==> src/rtl/dm_arbiter_pkg.sv <==
// rtl/dm_arbiter_pkg.sv - dmType encodings, external FSM states and helpers for dm_arbiter
package dm_arbiter_pkg;

    localparam logic [2:0] DM_WORD   = 3'b000;
    localparam logic [2:0] DM_HALF   = 3'b001;
    localparam logic [2:0] DM_HALF_U = 3'b010;
    localparam logic [2:0] DM_BYTE   = 3'b011;
    localparam logic [2:0] DM_BYTE_U = 3'b100;

    typedef enum logic [1:0] {
        ST_IDLE = 2'd0,
        ST_PEND = 2'd1,
        ST_DONE = 2'd2
    } ext_state_t;

    function automatic logic [7:0] sat_inc8(input logic [7:0] v);
        return (v == 8'hFF) ? v : v + 8'd1;
    endfunction

endpackage

==> src/rtl/dm_lane.sv <==
// rtl/dm_lane.sv - CPU byte-lane steering, load extension and misalignment decode
module dm_lane
    import dm_arbiter_pkg::*;
(
    input  logic        act,
    input  logic [1:0]  addr_lo,
    input  logic [2:0]  dmtype,
    input  logic [31:0] wdata,
    input  logic [31:0] rdata,
    output logic [3:0]  be,
    output logic [31:0] wdata_steered,
    output logic [31:0] rdata_ext,
    output logic        misalign
);

    logic        is_half;
    logic        is_byte;
    logic [31:0] shifted;
    logic        unused_shifted;

    assign is_half        = (dmtype == DM_HALF) || (dmtype == DM_HALF_U);
    assign is_byte        = (dmtype == DM_BYTE) || (dmtype == DM_BYTE_U);
    assign shifted        = rdata >> {addr_lo, 3'b000};
    assign unused_shifted = ^shifted[31:16];

    // Unknown encodings fall through to word handling.
    assign misalign = act & ((is_half & addr_lo[0]) |
                             (!is_half & !is_byte & (addr_lo != 2'b00)));

    always_comb begin
        be            = 4'b1111;
        wdata_steered = wdata;
        rdata_ext     = rdata;
        if (is_byte) begin
            be            = 4'b0001 << addr_lo;
            wdata_steered = {4{wdata[7:0]}};
            rdata_ext     = (dmtype == DM_BYTE) ? {{24{shifted[7]}}, shifted[7:0]}
                                                : {24'b0, shifted[7:0]};
        end else if (is_half) begin
            be            = 4'b0011 << addr_lo;
            wdata_steered = {2{wdata[15:0]}};
            rdata_ext     = (dmtype == DM_HALF) ? {{16{shifted[15]}}, shifted[15:0]}
                                                : {16'b0, shifted[15:0]};
        end
    end

endmodule

==> src/rtl/dm_arbiter.sv <==
// rtl/dm_arbiter.sv - data-memory port sharing between the CPU (priority) and an external requester
module dm_arbiter
    import dm_arbiter_pkg::*;
#(
    parameter int ADDR_W       = 8,
    parameter int STARVE_LIMIT = 16
) (
    input  logic              clk,
    input  logic              reset,
    input  logic [31:0]       cpu_addr,
    input  logic [31:0]       cpu_wdata,
    input  logic              cpu_mem_w,
    input  logic              cpu_mem_r,
    input  logic [2:0]        cpu_dmtype,
    output logic [31:0]       cpu_rdata,
    input  logic              ext_valid,
    input  logic              ext_we,
    input  logic [31:0]       ext_addr,
    input  logic [31:0]       ext_wdata,
    input  logic [3:0]        ext_be,
    output logic              ext_ready,
    output logic              ext_rvalid,
    output logic [31:0]       ext_rdata,
    output logic              ext_starved,
    output logic              misalign_err,
    output logic [ADDR_W-1:0] mem_addr,
    output logic              mem_we,
    output logic [3:0]        mem_be,
    output logic [31:0]       mem_wdata,
    input  logic [31:0]       mem_rdata
);

    localparam logic [7:0] STARVE_CNT = 8'(STARVE_LIMIT);

    ext_state_t        state;
    ext_state_t        state_next;
    logic              cap_we;
    logic [ADDR_W-1:0] cap_addr;
    logic [31:0]       cap_wdata;
    logic [3:0]        cap_be;
    logic [7:0]        wait_cnt;

    logic              cpu_act;
    logic              grant;
    logic [3:0]        lane_be;
    logic [31:0]       lane_wdata;
    logic [31:0]       lane_rdata;
    logic              misalign;
    logic              unused_addr;

    assign unused_addr = ^{cpu_addr[31:ADDR_W+2], ext_addr[31:ADDR_W+2], ext_addr[1:0]};

    assign cpu_act     = cpu_mem_w | cpu_mem_r;
    assign grant       = (state == ST_PEND) && !cpu_act;
    assign ext_ready   = (state == ST_DONE);
    assign ext_rvalid  = (state == ST_DONE) && !cap_we;
    assign ext_starved = (state == ST_PEND) && (wait_cnt >= STARVE_CNT);

    dm_lane u_lane (
        .act           (cpu_act),
        .addr_lo       (cpu_addr[1:0]),
        .dmtype        (cpu_dmtype),
        .wdata         (cpu_wdata),
        .rdata         (mem_rdata),
        .be            (lane_be),
        .wdata_steered (lane_wdata),
        .rdata_ext     (lane_rdata),
        .misalign      (misalign)
    );

    // CPU owns the port whenever it is active; the external side only gets leftover cycles.
    always_comb begin
        mem_addr  = '0;
        mem_we    = 1'b0;
        mem_be    = 4'b0000;
        mem_wdata = 32'b0;
        cpu_rdata = 32'b0;
        if (cpu_act) begin
            mem_addr  = cpu_addr[ADDR_W+1:2];
            mem_wdata = lane_wdata;
            if (!misalign) begin
                mem_we    = cpu_mem_w;
                mem_be    = lane_be;
                cpu_rdata = lane_rdata;
            end
        end else if (grant) begin
            mem_addr  = cap_addr;
            mem_we    = cap_we;
            mem_be    = cap_be;
            mem_wdata = cap_wdata;
        end
    end

    always_comb begin
        state_next = state;
        case (state)
            ST_IDLE: if (ext_valid) state_next = ST_PEND;
            ST_PEND: if (grant)     state_next = ST_DONE;
            ST_DONE:                state_next = ST_IDLE;
            default:                state_next = ST_IDLE;
        endcase
    end

    always_ff @(posedge clk or negedge reset) begin
        if (!reset) begin
            state        <= ST_IDLE;
            cap_we       <= 1'b0;
            cap_addr     <= '0;
            cap_wdata    <= 32'b0;
            cap_be       <= 4'b0000;
            wait_cnt     <= 8'd0;
            ext_rdata    <= 32'b0;
            misalign_err <= 1'b0;
        end else begin
            state <= state_next;
            if (state == ST_IDLE && ext_valid) begin
                cap_we    <= ext_we;
                cap_addr  <= ext_addr[ADDR_W+1:2];
                cap_wdata <= ext_wdata;
                cap_be    <= ext_be;
                wait_cnt  <= 8'd0;
            end
            if (state == ST_PEND && !grant)
                wait_cnt <= sat_inc8(wait_cnt);
            if (grant && !cap_we)
                ext_rdata <= mem_rdata;
            if (misalign)
                misalign_err <= 1'b1;
        end
    end

endmodule

==> config.mk <==
export PLATFORM = sky130hd
export DESIGN_NAME = dm_arbiter
export DESIGN_NICKNAME = d
export VERILOG_FILES = /design/src/rtl/dm_arbiter_pkg.sv /design/src/rtl/dm_lane.sv /design/src/rtl/dm_arbiter.sv
export SDC_FILE = /design/constraint.sdc
export NUM_CORES = 1
export LEC_CHECK = 0
export BUFFER_PORTS_ARGS = -buffer_cell sky130_fd_sc_hd__buf_2
export CAP_MARGIN = 5
export CORE_MARGIN = 4
export CORE_UTILIZATION = 46
export DETAILED_ROUTE_END_ITERATION = 10
export PLACE_DENSITY = 0.91
export SYNTH_ARGS = -nofsm -noshare
export SYNTH_HDL_FRONTEND = slang
export SYNTH_SLANG_ARGS = --single-unit
==> constraint.sdc <==
create_clock -name clk -period 2.9 [get_ports clk]
set_input_delay 0.29 -clock clk [delete_from_list [all_inputs] [get_ports clk]]
set_output_delay 0.29 -clock clk [all_outputs]
set_load 0.005 [all_outputs]
==> impl_metrics.toml <==
[status]
run_status = "finished clean"

[logic_synthesis]
synth_largest_type_area_fraction_pct = 40.5
synth-seq-area-share_pct = 40.5
post-synth-top-area-cell = "sky130_fd_sc_hd__dfrtp_1"
synth.ff_latch_count = 88
yosysWarnings = 0
post_synth_inst_count = 630
synth_cell_types = 51
syn-cell-area_mm2 = 0.00543
netlist_top_cells_area = "sky130_fd_sc_hd__dfrtp_1, sky130_fd_sc_hd__nand2_1, sky130_fd_sc_hd__mux2_2, sky130_fd_sc_hd__o21ai_0, sky130_fd_sc_hd__mux2i_1"
synthesis.area_per_instance_um2 = 8.62
synth_fp_nets = 809

[layout]
most_frequent_standard_cell_in_the_layout_excluding_fill_and_tap_cells = "sky130_fd_sc_hd__buf_2"
area_delta_synth_final_pct = 30.1
layout_common_cells = "sky130_fd_sc_hd__buf_2, sky130_fd_sc_hd__nand2_1, sky130_fd_sc_hd__dfrtp_1"
final_net_count = 1032
num_antenna_cells = 0
filler_cell_count = 972
drive_gt1_share_pct = 37.6

[critical_path]
worst_path_dominant_cell_family = "compound AO/OA/AOI/OAI gates"
cp_num_buf_inv = 3
crit_type = "in -> out"
critPathCaptureType = "output pin"
timing.critical_path.slowest_cell_delay_ps = 490
worst_ep_arrival_ps = 2310
crit_path_top_delay_cell = "sky130_fd_sc_hd__nor2_1"
crit_fanout = 20
critPathLaunchType = "input pin"
cp.required_ps = 2610
most_frequent_cell_on_the_critical_path = "sky130_fd_sc_hd__buf_2"
worst_path_cell_trace = "buf_2, nor2_1, buf_4, o2bb2ai_1, a211o_1, a21o_4, a31oi_1, buf_2"

[cts]
cts-htree-levels = 3
cts-root-buf = "sky130_fd_sc_hd__clkbuf_16"
tritoncts_num_sinks = 88
clkLatencyLatePin_ps = 340
number_of_buffers_on_the_longest_clock_path = 2
cts.clk_slew.worst_paths_ps = 70
cts_made_buffers = 9
cts_hold_buffers = 1
tritoncts_clock_tree = "yes"
post_cts_setup_inserts = 0
cts.repair.resized = 0

[floorplan]
coreArea_mm2 = 0.0115
die_area_mm2 = 0.0136
floorplan.initialDensity_pct = 47.4
io_pins = 286
horizontal_die_dimension_um = 117
floorplan.die.height_um = 117
core.rowCount = 39

[grt]
antenna_found_initial = 0
first_global_vias = 5270
grt.overflow.total = 0
grt_first_pass_wirelength_um = 26900
grt.total_usage_pct = 25.2
grt_max_degree = 49

[route]
drtAntennaViolNets = 0
drtIter0Drc = 409
post_drt_via_cell_ratio = 5.55
dr.pass1.iters = 5
routed_wire_length_per_instance_um = 17.4
vias = 5556
route.detailed.drc = 0
route.final.wire_length_um = 17400

[place]
dpl.hpwl_um = 13200
i_o_buffers = 239
gp_congestion = 0.895

[timing]
max_clock_freq_mhz = 385
timing.final.crit_share_pct = 89.5
grt_setup_unrepaired = "false"
tightestPinTransition_ps = 909
final.setup_skew_ps = 8.74
final_max_slew_viol_count = 0
finalWorstPathRequiredPeriod_ps = 2600
timing_hold_violations_final = 0
slew_headroom_pct = 39.1
totalNegativeSetupSlack_ps = 0
setup_viol_count_final = 0

[power]
leakage_component_of_the_power_nw = 3.67
p_per_area_mw_per_mm2 = 728
vdd.ir_drop.worst_uv = 468
finalPower_w = 0.00514

[min_path]
hold_path_class = "in -> reg"

[flow_run]
timing.max_cap.violations = 0
==> kinds of logic after synthesis <==
logic type / after synthesis / synth area share (%)
mux: 60 / 12.0
xor+xnor: 6 / 1.31
fa+ha+maj: 6 / 1.38
simple gates: 291 / 22.5
buf+inv: 49 / 4.19
compound gates: 130 / 18.1
flops: 88 / 40.5
==> layout make-up <==
cell class	count	area (um2)	area share (%)
timing repair buffer	256	1340	19.0
sequential	88	2200	31.2
inverter	5	18.8	0.266
clock buffer	12	256	3.63
multi-input combinational	493	3020	42.7
clock inverter	4	51.3	0.726
tap	143	179	2.53
==> power breakdown <==
group          switching, W  internal [W]  leakage, nW  total, W
registers          0.000307       0.00178         1.08   0.00209
clock network      0.000487      0.000717        0.149   0.00120
logic              0.000994      0.000854         2.44   0.00185
==> worst register-to-register path, delay by kind of cell, from the launching register on <==
kind | cells | cell delay, ps
flip-flops | 1 | 410
AO/OA/AOI/OAI | 2 | 710
AND/OR/NAND/NOR | 3 | 720
adder cells (fa/ha/maj) | 1 | 220
==> cell usage after synthesis, drive strengths merged <==
| cell type | n |
|---|---|
| a2111oi | 3 |
| a211o | 2 |
| a21boi | 2 |
| a21o | 3 |
| a21oi | 5 |
| a22o | 18 |
| a311oi | 1 |
| a31oi | 17 |
| a32o | 1 |
| a41oi | 3 |
| and2 | 1 |
| and2b | 1 |
| and3 | 13 |
| buf | 19 |
| clkbuf | 25 |
| dfrtp | 88 |
| ha | 6 |
| inv | 5 |
| mux2 | 32 |
| mux2i | 27 |
| mux4 | 1 |
| nand2 | 196 |
| nand2b | 21 |
| nand3 | 5 |
| nand3b | 1 |
| nand4 | 1 |
| nor2 | 40 |
| nor2b | 3 |
| nor3 | 5 |
| nor4 | 2 |
| o2111ai | 1 |
| o211ai | 1 |
| o21ai | 61 |
| o21bai | 1 |
| o22ai | 9 |
| o2bb2ai | 1 |
| o31ai | 1 |
| or2 | 1 |
| or4 | 1 |
| xnor2 | 1 |
| xor2 | 5 |
==> path summary, 6_finish.rpt <==
path,startpoint,endpoint,slack (ps),cells after the start
hold / removal,ext_wdata[19],cap_wdata[19],140,3
max in group asynchronous,reset,wait_cnt[2],1750,3
setup / recovery,cpu_dmtype[1],cpu_rdata[18],300,8
setup reg to reg,wait_cnt[0],wait_cnt[7],780,6
hold reg to reg,cap_wdata[6],cap_wdata[6],480,2
min in group asynchronous,reset,ext_rdata[24],490,2
==> through the flow <==
| step | utilization, % | area (um2) | worst slack (ps) | cells | hold slack [ps] |
|---|---|---|---|---|---|
| after floorplan | - | 5430 | 520 | 630 | -5.59 |
| after global placement | 58.9 | 6750 | 357 | 984 | 315 |
| after detailed placement | 58.9 | 6750 | 330 | 984 | 314 |
| after CTS | 61.6 | 7070 | 327 | 1001 | 126 |
| after global routing | 61.6 | 7070 | 173 | 1001 | 131 |
| final | 61.6 | 7070 | 304 | 1001 | 137 |
==> state kept, by name, indices dropped and copies added, names as in the netlist <==
name,count
ext_rdata,32
state,2
cap_be,4
cap_addr,8
wait_cnt,8
cap_wdata,32
misalign_err,1
cap_we,1
==> routing by layer <==
metal	global-route usage [%]	part of all wire (%)
met1	34.7	41
met2	39.2	48
met3	4.40	7.7
met4	10.7	3.6
met5	0	0
No activity file was read; power rests on OpenSTA's default activity.
